===== src/rtl/mem_bus_responder_if.sv =====
// CPU-side bus of the memory responder: instruction port B, data port A,
// the CPU clock-enable and the hardware-interrupt request.
interface mem_bus_responder_if;
  logic        cpu_ce;
  logic [15:0] b_addr;
  logic [15:0] b_rdata;
  logic [15:0] a_addr;
  logic [1:0]  a_ctrl;
  logic [15:0] a_wdata;
  logic [15:0] a_rdata;
  logic        hw_int_signal;
  logic [3:0]  hw_int_index;

  modport master (
    output b_addr, a_addr, a_ctrl, a_wdata,
    input  cpu_ce, b_rdata, a_rdata, hw_int_signal, hw_int_index
  );

  modport slave (
    input  b_addr, a_addr, a_ctrl, a_wdata,
    output cpu_ce, b_rdata, a_rdata, hw_int_signal, hw_int_index
  );
endinterface


===== src/rtl/mem_bus_responder.sv =====
// Serves CPU instruction and data ports from one async SRAM on a fixed
// fetch/data two-phase schedule, with a UART byte channel mapped at IO_BASE.
module mem_bus_responder #(
  parameter logic [15:0] IO_BASE        = 16'hBF00,
  parameter logic [15:0] NOP_WORD       = 16'h0800,
  parameter logic [3:0]  UART_INT_INDEX = 4'h3
) (
  input  logic                 clk_i,
  input  logic                 rst_i,
  mem_bus_responder_if.slave   cpu,
  output logic [15:0]          sram_addr_o,
  output logic [15:0]          sram_dq_out_o,
  output logic                 sram_dq_oe_o,
  input  logic [15:0]          sram_dq_in_i,
  output logic                 sram_ce_n_o,
  output logic                 sram_oe_n_o,
  output logic                 sram_we_n_o,
  input  logic                 uart_rx_valid_i,
  input  logic [7:0]           uart_rx_data_i,
  input  logic                 uart_tx_busy_i,
  output logic                 uart_tx_start_o,
  output logic [7:0]           uart_tx_data_o
);

  typedef enum logic {PH_I = 1'b0, PH_D = 1'b1} phase_e;

  function automatic logic is_io(input logic [15:0] addr);
    logic [15:0] off;
    off = addr - IO_BASE;
    return (off < 16'd4);
  endfunction

  phase_e      phase_q;
  logic        cpu_ce_q;
  logic [15:0] b_rdata_q;
  logic [15:0] a_rdata_q;
  logic [7:0]  rx_byte_q, rx_byte_d;
  logic        rx_full_q, rx_full_d;
  logic        rx_ovr_q, rx_ovr_d;
  logic        tx_drop_q, tx_drop_d;
  logic        int_en_q, int_en_d;
  logic        tx_start_q, tx_start_d;
  logic [7:0]  tx_data_q, tx_data_d;
  logic        hw_int_q;

  logic        a_io_s, b_io_s, rd_s, wr_s;
  logic [1:0]  a_off_s;
  logic [15:0] io_rdata_s, rd_data_s;
  logic        rx_drain_s, stat_rd_s, tx_wr_s, ie_wr_s;

  assign a_io_s     = is_io(cpu.a_addr);
  assign b_io_s     = is_io(cpu.b_addr);
  assign a_off_s    = cpu.a_addr[1:0] - IO_BASE[1:0];
  assign rd_s       = !rst_i && (phase_q == PH_D) && (cpu.a_ctrl == 2'b01);
  assign wr_s       = !rst_i && (phase_q == PH_D) && (cpu.a_ctrl == 2'b10);
  assign rx_drain_s = rd_s && a_io_s && (a_off_s == 2'd0);
  assign stat_rd_s  = rd_s && a_io_s && (a_off_s == 2'd1);
  assign tx_wr_s    = wr_s && a_io_s && (a_off_s == 2'd0);
  assign ie_wr_s    = wr_s && a_io_s && (a_off_s == 2'd2);

  // SRAM strobes follow the phase directly; reset forces every strobe inactive at once
  always_comb begin
    sram_addr_o   = cpu.b_addr;
    sram_dq_out_o = cpu.a_wdata;
    sram_dq_oe_o  = 1'b0;
    sram_ce_n_o   = 1'b1;
    sram_oe_n_o   = 1'b1;
    sram_we_n_o   = 1'b1;
    if (rst_i) begin
      sram_addr_o = cpu.b_addr;
    end else if (phase_q == PH_I) begin
      sram_ce_n_o = 1'b0;
      sram_oe_n_o = 1'b0;
    end else begin
      sram_addr_o = cpu.a_addr;
      if (rd_s && !a_io_s) begin
        sram_ce_n_o = 1'b0;
        sram_oe_n_o = 1'b0;
      end else if (wr_s && !a_io_s) begin
        sram_ce_n_o  = 1'b0;
        sram_we_n_o  = 1'b0;
        sram_dq_oe_o = 1'b1;
      end else begin
        sram_ce_n_o = 1'b1;
      end
    end
  end

  // IO register read mux
  always_comb begin
    case (a_off_s)
      2'd0:    io_rdata_s = {8'h00, rx_byte_q};
      2'd1:    io_rdata_s = {12'h000, tx_drop_q, rx_ovr_q, rx_full_q, !uart_tx_busy_i};
      2'd2:    io_rdata_s = {15'h0000, int_en_q};
      2'd3:    io_rdata_s = 16'h0000;
      default: io_rdata_s = 16'h0000;
    endcase
  end

  assign rd_data_s     = a_io_s ? io_rdata_s : sram_dq_in_i;
  assign cpu.a_rdata   = rd_s ? rd_data_s : a_rdata_q;
  assign cpu.b_rdata   = b_rdata_q;
  assign cpu.cpu_ce    = cpu_ce_q;
  assign cpu.hw_int_signal = hw_int_q;
  assign cpu.hw_int_index  = UART_INT_INDEX;
  assign uart_tx_start_o   = tx_start_q;
  assign uart_tx_data_o    = tx_data_q;

  // UART channel next state; a fresh rx byte outranks a same-cycle drain or status clear
  always_comb begin
    rx_byte_d  = rx_byte_q;
    rx_full_d  = rx_full_q;
    rx_ovr_d   = rx_ovr_q;
    tx_drop_d  = tx_drop_q;
    int_en_d   = int_en_q;
    tx_start_d = 1'b0;
    tx_data_d  = tx_data_q;
    if (stat_rd_s) begin
      rx_ovr_d  = 1'b0;
      tx_drop_d = 1'b0;
    end else begin
      rx_ovr_d  = rx_ovr_q;
    end
    if (rx_drain_s) begin
      rx_full_d = 1'b0;
    end else begin
      rx_full_d = rx_full_q;
    end
    if (uart_rx_valid_i) begin
      rx_byte_d = uart_rx_data_i;
      rx_full_d = 1'b1;
      if (rx_full_q && !rx_drain_s) begin
        rx_ovr_d = 1'b1;
      end else begin
        rx_ovr_d = rx_ovr_d;
      end
    end else begin
      rx_byte_d = rx_byte_q;
    end
    if (tx_wr_s) begin
      if (!uart_tx_busy_i) begin
        tx_start_d = 1'b1;
        tx_data_d  = cpu.a_wdata[7:0];
      end else begin
        tx_drop_d = 1'b1;
      end
    end else begin
      tx_start_d = 1'b0;
    end
    if (ie_wr_s) begin
      int_en_d = cpu.a_wdata[0];
    end else begin
      int_en_d = int_en_q;
    end
  end

  // Phase FSM with registered CPU-side outputs and UART state
  always_ff @(posedge clk_i) begin
    if (rst_i) begin
      phase_q    <= PH_I;
      cpu_ce_q   <= 1'b0;
      b_rdata_q  <= NOP_WORD;
      a_rdata_q  <= 16'h0000;
      rx_byte_q  <= 8'h00;
      rx_full_q  <= 1'b0;
      rx_ovr_q   <= 1'b0;
      tx_drop_q  <= 1'b0;
      int_en_q   <= 1'b0;
      tx_start_q <= 1'b0;
      tx_data_q  <= 8'h00;
      hw_int_q   <= 1'b0;
    end else begin
      rx_byte_q  <= rx_byte_d;
      rx_full_q  <= rx_full_d;
      rx_ovr_q   <= rx_ovr_d;
      tx_drop_q  <= tx_drop_d;
      int_en_q   <= int_en_d;
      tx_start_q <= tx_start_d;
      tx_data_q  <= tx_data_d;
      hw_int_q   <= rx_full_d & int_en_d;
      case (phase_q)
        PH_I: begin
          phase_q   <= PH_D;
          cpu_ce_q  <= 1'b1;
          b_rdata_q <= b_io_s ? NOP_WORD : sram_dq_in_i;
        end
        PH_D: begin
          phase_q  <= PH_I;
          cpu_ce_q <= 1'b0;
          if (rd_s) begin
            a_rdata_q <= rd_data_s;
          end else begin
            a_rdata_q <= a_rdata_q;
          end
        end
        default: begin
          phase_q  <= PH_I;
          cpu_ce_q <= 1'b0;
        end
      endcase
    end
  end

endmodule


===== src/flat_wrapper.sv =====
// flat-port wrapper written by rule: the top's interface ports become plain ports
module mem_bus_responder_flat 
#(
  parameter logic [15:0] IO_BASE        = 16'hBF00,
  parameter logic [15:0] NOP_WORD       = 16'h0800,
  parameter logic [3:0]  UART_INT_INDEX = 4'h3
)
  (clk_i, rst_i, sram_addr_o, sram_dq_out_o, sram_dq_oe_o, sram_dq_in_i, sram_ce_n_o, sram_oe_n_o, sram_we_n_o, uart_rx_valid_i, uart_rx_data_i, uart_tx_busy_i, uart_tx_start_o, uart_tx_data_o, cpu_b_addr, cpu_a_addr, cpu_a_ctrl, cpu_a_wdata, cpu_cpu_ce, cpu_b_rdata, cpu_a_rdata, cpu_hw_int_signal, cpu_hw_int_index);
  mem_bus_responder_if cpu_i ();
  input  logic clk_i;
  input  logic rst_i;
  output logic [15:0] sram_addr_o;
  output logic [15:0] sram_dq_out_o;
  output logic sram_dq_oe_o;
  input  logic [15:0] sram_dq_in_i;
  output logic sram_ce_n_o;
  output logic sram_oe_n_o;
  output logic sram_we_n_o;
  input  logic uart_rx_valid_i;
  input  logic [7:0] uart_rx_data_i;
  input  logic uart_tx_busy_i;
  output logic uart_tx_start_o;
  output logic [7:0] uart_tx_data_o;
  input wire logic [$bits(cpu_i.b_addr)-1:0] cpu_b_addr;
  input wire logic [$bits(cpu_i.a_addr)-1:0] cpu_a_addr;
  input wire logic [$bits(cpu_i.a_ctrl)-1:0] cpu_a_ctrl;
  input wire logic [$bits(cpu_i.a_wdata)-1:0] cpu_a_wdata;
  output wire logic [$bits(cpu_i.cpu_ce)-1:0] cpu_cpu_ce;
  output wire logic [$bits(cpu_i.b_rdata)-1:0] cpu_b_rdata;
  output wire logic [$bits(cpu_i.a_rdata)-1:0] cpu_a_rdata;
  output wire logic [$bits(cpu_i.hw_int_signal)-1:0] cpu_hw_int_signal;
  output wire logic [$bits(cpu_i.hw_int_index)-1:0] cpu_hw_int_index;
  assign cpu_i.b_addr = cpu_b_addr;
  assign cpu_i.a_addr = cpu_a_addr;
  assign cpu_i.a_ctrl = cpu_a_ctrl;
  assign cpu_i.a_wdata = cpu_a_wdata;
  assign cpu_cpu_ce = cpu_i.cpu_ce;
  assign cpu_b_rdata = cpu_i.b_rdata;
  assign cpu_a_rdata = cpu_i.a_rdata;
  assign cpu_hw_int_signal = cpu_i.hw_int_signal;
  assign cpu_hw_int_index = cpu_i.hw_int_index;
  mem_bus_responder #(.IO_BASE(IO_BASE), .NOP_WORD(NOP_WORD), .UART_INT_INDEX(UART_INT_INDEX)) u_core (.clk_i(clk_i), .rst_i(rst_i), .cpu(cpu_i), .sram_addr_o(sram_addr_o), .sram_dq_out_o(sram_dq_out_o), .sram_dq_oe_o(sram_dq_oe_o), .sram_dq_in_i(sram_dq_in_i), .sram_ce_n_o(sram_ce_n_o), .sram_oe_n_o(sram_oe_n_o), .sram_we_n_o(sram_we_n_o), .uart_rx_valid_i(uart_rx_valid_i), .uart_rx_data_i(uart_rx_data_i), .uart_tx_busy_i(uart_tx_busy_i), .uart_tx_start_o(uart_tx_start_o), .uart_tx_data_o(uart_tx_data_o));
endmodule

===== config.mk =====
export PLATFORM = sky130hd
export DESIGN_NAME = mem_bus_responder_flat
export DESIGN_NICKNAME = d
export VERILOG_FILES = /design/src/rtl/mem_bus_responder_if.sv /design/src/rtl/mem_bus_responder.sv /design/src/flat_wrapper.sv
export SDC_FILE = /design/constraint.sdc
export NUM_CORES = 1
export LEC_CHECK = 0
export BUFFER_PORTS_ARGS = -buffer_cell sky130_fd_sc_hd__buf_2
export CORE_ASPECT_RATIO = 0.9
export CORE_MARGIN = 3
export CORE_UTILIZATION = 35
export CTS_CLUSTER_DIAMETER = 100
export DETAILED_ROUTE_END_ITERATION = 10
export PLACE_DENSITY = 0.79
export SLEW_MARGIN = 15
export SYNTH_ARGS = -nofsm -noshare
export SYNTH_HDL_FRONTEND = slang
export SYNTH_SLANG_ARGS = --single-unit

===== constraint.sdc =====
create_clock -name clk_i -period 2.2 [get_ports clk_i]
set_input_delay 0.11 -clock clk_i [delete_from_list [all_inputs] [get_ports clk_i]]
set_output_delay 0.11 -clock clk_i [all_outputs]
set_load 0.01 [all_outputs]

==> impl_metrics.py <==
metrics = {
    "setup_path": {
        "cp-start-kind": "input port",
        "cp_common_cell": "buf_2",
        "cp_top_family": "simple AND/OR/NAND/NOR gates",
        "path_cells": "buf_2 > or4b_4 > or4_4 > buf_4 > and2_1 > nor3_1 > buf_2",
        "crit_buf_inv": 3,
        "worstPathMaxFanout": 12,
        "crit_arrival_ps": 2020,
        "crit_required_ps": 2090,
        "max_stage_delay_ps": 530,
        "end_kind": "output pin",
        "setup.worst_path.class": "input port to output pin",
        "crit_slowest_cell": "or4b_4",
    },
    "logic_synthesis": {
        "synth_edf_count": 0,
        "synth_top_family_by_area": "simple AND/OR/NAND/NOR gates",
        "synthSimpleGateAreaFrac_pct": 20.4,
        "synth_compound_area_share_pct": 16.3,
        "yosys.cell_types.count": 38,
        "synthAdderAreaFrac_pct": 0,
        "syn_inst": 297,
        "synth.area.mux_share_pct": 11.4,
        "synth.cell_area_um2": 2630,
        "synth_ff_type": "dfxtp_1",
        "postSynthAreaPerCell_um2": 8.86,
        "ys_warn_count": 0,
        "synthArstFlopShare_pct": 0,
        "synth-seq-area-share_pct": 41.8,
        "synth_xor_area_share_pct": 0,
        "yosys_register_bits": 55,
    },
    "pwr": {
        "clkPwrFrac_pct": 29.5,
        "finalPower_mw": 1.97,
        "pwr-share-seq_pct": 53.5,
        "leakagePower_nw": 1.70,
        "internal-power_mw": 1.45,
        "ir_drop_v": 0.000254,
        "switchingPower_mw": 0.516,
        "p_sw_share_pct": 26.2,
        "power_density_nw_per_um2": 570,
        "pwr-share-comb_pct": 17.0,
    },
    "finish": {
        "diodes": 0,
        "final_common_cell": "buf_2",
        "drive_gt1_share_pct": 44.3,
        "fillCellCount": 708,
        "layout_common_cells": "buf_2 (140), dfxtp_1 (55), nand2_1 (28)",
        "syn2layout_area_growth_pct": 31.2,
        "nets": 499,
    },
    "placement": {
        "gp_congestion": 0.806,
        "port_buffers": 140,
        "post-dp-hpwl_um": 5940,
    },
    "global_routing": {
        "grt_max_degree": 33,
        "track_usage_pct": 16.5,
        "grt_pass1_vias": 2471,
        "antenna_found_initial": 0,
        "grt-ovfl-total": 0,
        "grt_pass1_wl_um": 11600,
    },
    "route": {
        "first_pass_iters": 4,
        "wl_per_cell_um": 14.5,
        "vias": 2609,
        "drtIter0Drc": 98,
        "ant_nets": 0,
        "drc_errors": 0,
        "vias_per_cell": 5.07,
        "wl_um": 7490,
    },
    "cts": {
        "htree_levels": 2,
        "clk_latency_ps": 300,
        "cts.path.max_buffers": 2,
        "cts_sinks": 55,
        "ctsHoldBuffers": 0,
        "numCtsBuffers": 5,
        "cts_root_buf": "clkbuf_8",
        "cts_tree": "built",
        "clkTransAtPathRegs_ps": 100,
    },
    "job": {
        "drv_cap": 0,
    },
    "timing": {
        "hold_viol_final": 0,
        "finalSetupViolCount": 0,
        "clock_skew_ps": 7.51,
        "rsz0062_at_grt": "no",
        "timing.fmax_ghz": 0.470,
        "drv_slew": 0,
        "fin_crit_sh_pct": 96.7,
        "tns_ps": 0,
        "period_needed_ps": 2130,
        "hold_ws_ps": 29.1,
    },
    "die": {
        "start_util_pct": 36.6,
        "core_um2": 7180,
        "die_w_um": 97.4,
        "num_io_pins": 161,
        "die_area_um2": 8600,
        "die_height_um": 88.3,
        "num_rows": 29,
    },
    "run_status": {
        "status": "finished, final reports clean",
    },
    "min_path": {
        "min_path_type": "input port to flip-flop",
    },
}
[cells in the mapped netlist, types with 4 or more instances]
cell,count,area [µm²]
or4_1,4,30.0
and2_1,9,56.3
a22o_1,15,131
mux2_2,16,180
dfxtp_1,55,1100
buf_4,20,150
inv_1,6,22.5
mux2i_1,12,120
clkbuf_1,18,67.6
nand2_1,28,105
nor4_1,6,37.5
nor2_1,12,45.0
a21oi_1,27,135
o21ai_0,10,50.1
nand3_1,21,105
a31oi_1,7,43.8
[sequential cells by signal, indices dropped and copies added, names as in the netlist]
signal and count:
u_core.a_rdata_q 16, u_core.cpu.b_rdata 16, u_core.rx_byte_q 8, u_core.uart_tx_data_o 8, u_core.cpu.hw_int_signal 1, u_core.int_en_q 1
u_core.phase_q 1, u_core.rx_full_q 1, u_core.rx_ovr_q 1, u_core.tx_drop_q 1, u_core.uart_tx_start_o 1
[final cells by class]
cell class,count,area (µm²),share of cell area (%)
multi-input combinational,198,1310,37.8
clock inverter,1,8.76,0.254
timing repair buffer,155,813,23.6
clock buffer,7,86.3,2.50
inverter,6,22.5,0.652
sequential,55,1100,31.9
tap,93,116,3.37
[power by group through the flow]
stage | logic, mW | registers, mW | clock network [mW]
final | 0.335 | 1.05 | 0.580
after CTS | 0.336 | 1.05 | 0.603
after detailed placement | 0.335 | 1.08 | 0
after global placement | 0.327 | 1.07 | 0
after floorplan | 0.185 | 1.08 | 0
after global routing | 0.368 | 1.06 | 0.638
[kinds of logic (layout without fill, tap and decap cells)]
group	after synthesis	after routing
mux	28	28
other cells	2	4
buf+inv	46	169
compound gates	67	67
simple gates	99	99
flops	55	55
[what timing repair did]
action	4_1_cts	5_1_grt
setup endpoints to repair	0	8
setup buffers	0	0
resized for setup	0	4
[path summary, 6_finish.rpt]
| path | start | endpoint | slack, ps | cells after the start |
|---|---|---|---|---|
| max | cpu_a_addr[4] | sram_ce_n_o | 70 | 7 |
| min | sram_dq_in_i[5] | u_core.cpu.b_rdata[5]$_SDFFE_PP0N_ | 30 | 2 |
| max reg2reg | u_core.phase_q$_SDFF_PP0_ | u_core.uart_tx_data_o[0]$_SDFFE_PP0P_ | 540 | 4 |
| min reg2reg | u_core.a_rdata_q[12]$_SDFFE_PP0P_ | u_core.a_rdata_q[12]$_SDFFE_PP0P_ | 470 | 2 |
[through the flow]
step | instance area [µm²] | utilization [%] | instances | setup slack [ps]
floorplan | 2640 | - | 299 | 201
global placement | 3340 | 46.5 | 507 | 38.4
detailed placement | 3340 | 46.5 | 507 | 37.6
CTS | 3430 | 47.8 | 515 | 9.54
global route | 3450 | 48.1 | 515 | 2.12
finish | 3450 | 48.1 | 515 | 73.4
[layer usage]
layer	global-route usage, %	part of all wire, %	up-vias
met5	0	0	-
met4	4.15	0.48	0
met3	4.18	6.9	4
met2	28.9	50	96
met1	20.6	43	1222
li1	-	-	1287
Power figures use the tool's default switching activity.
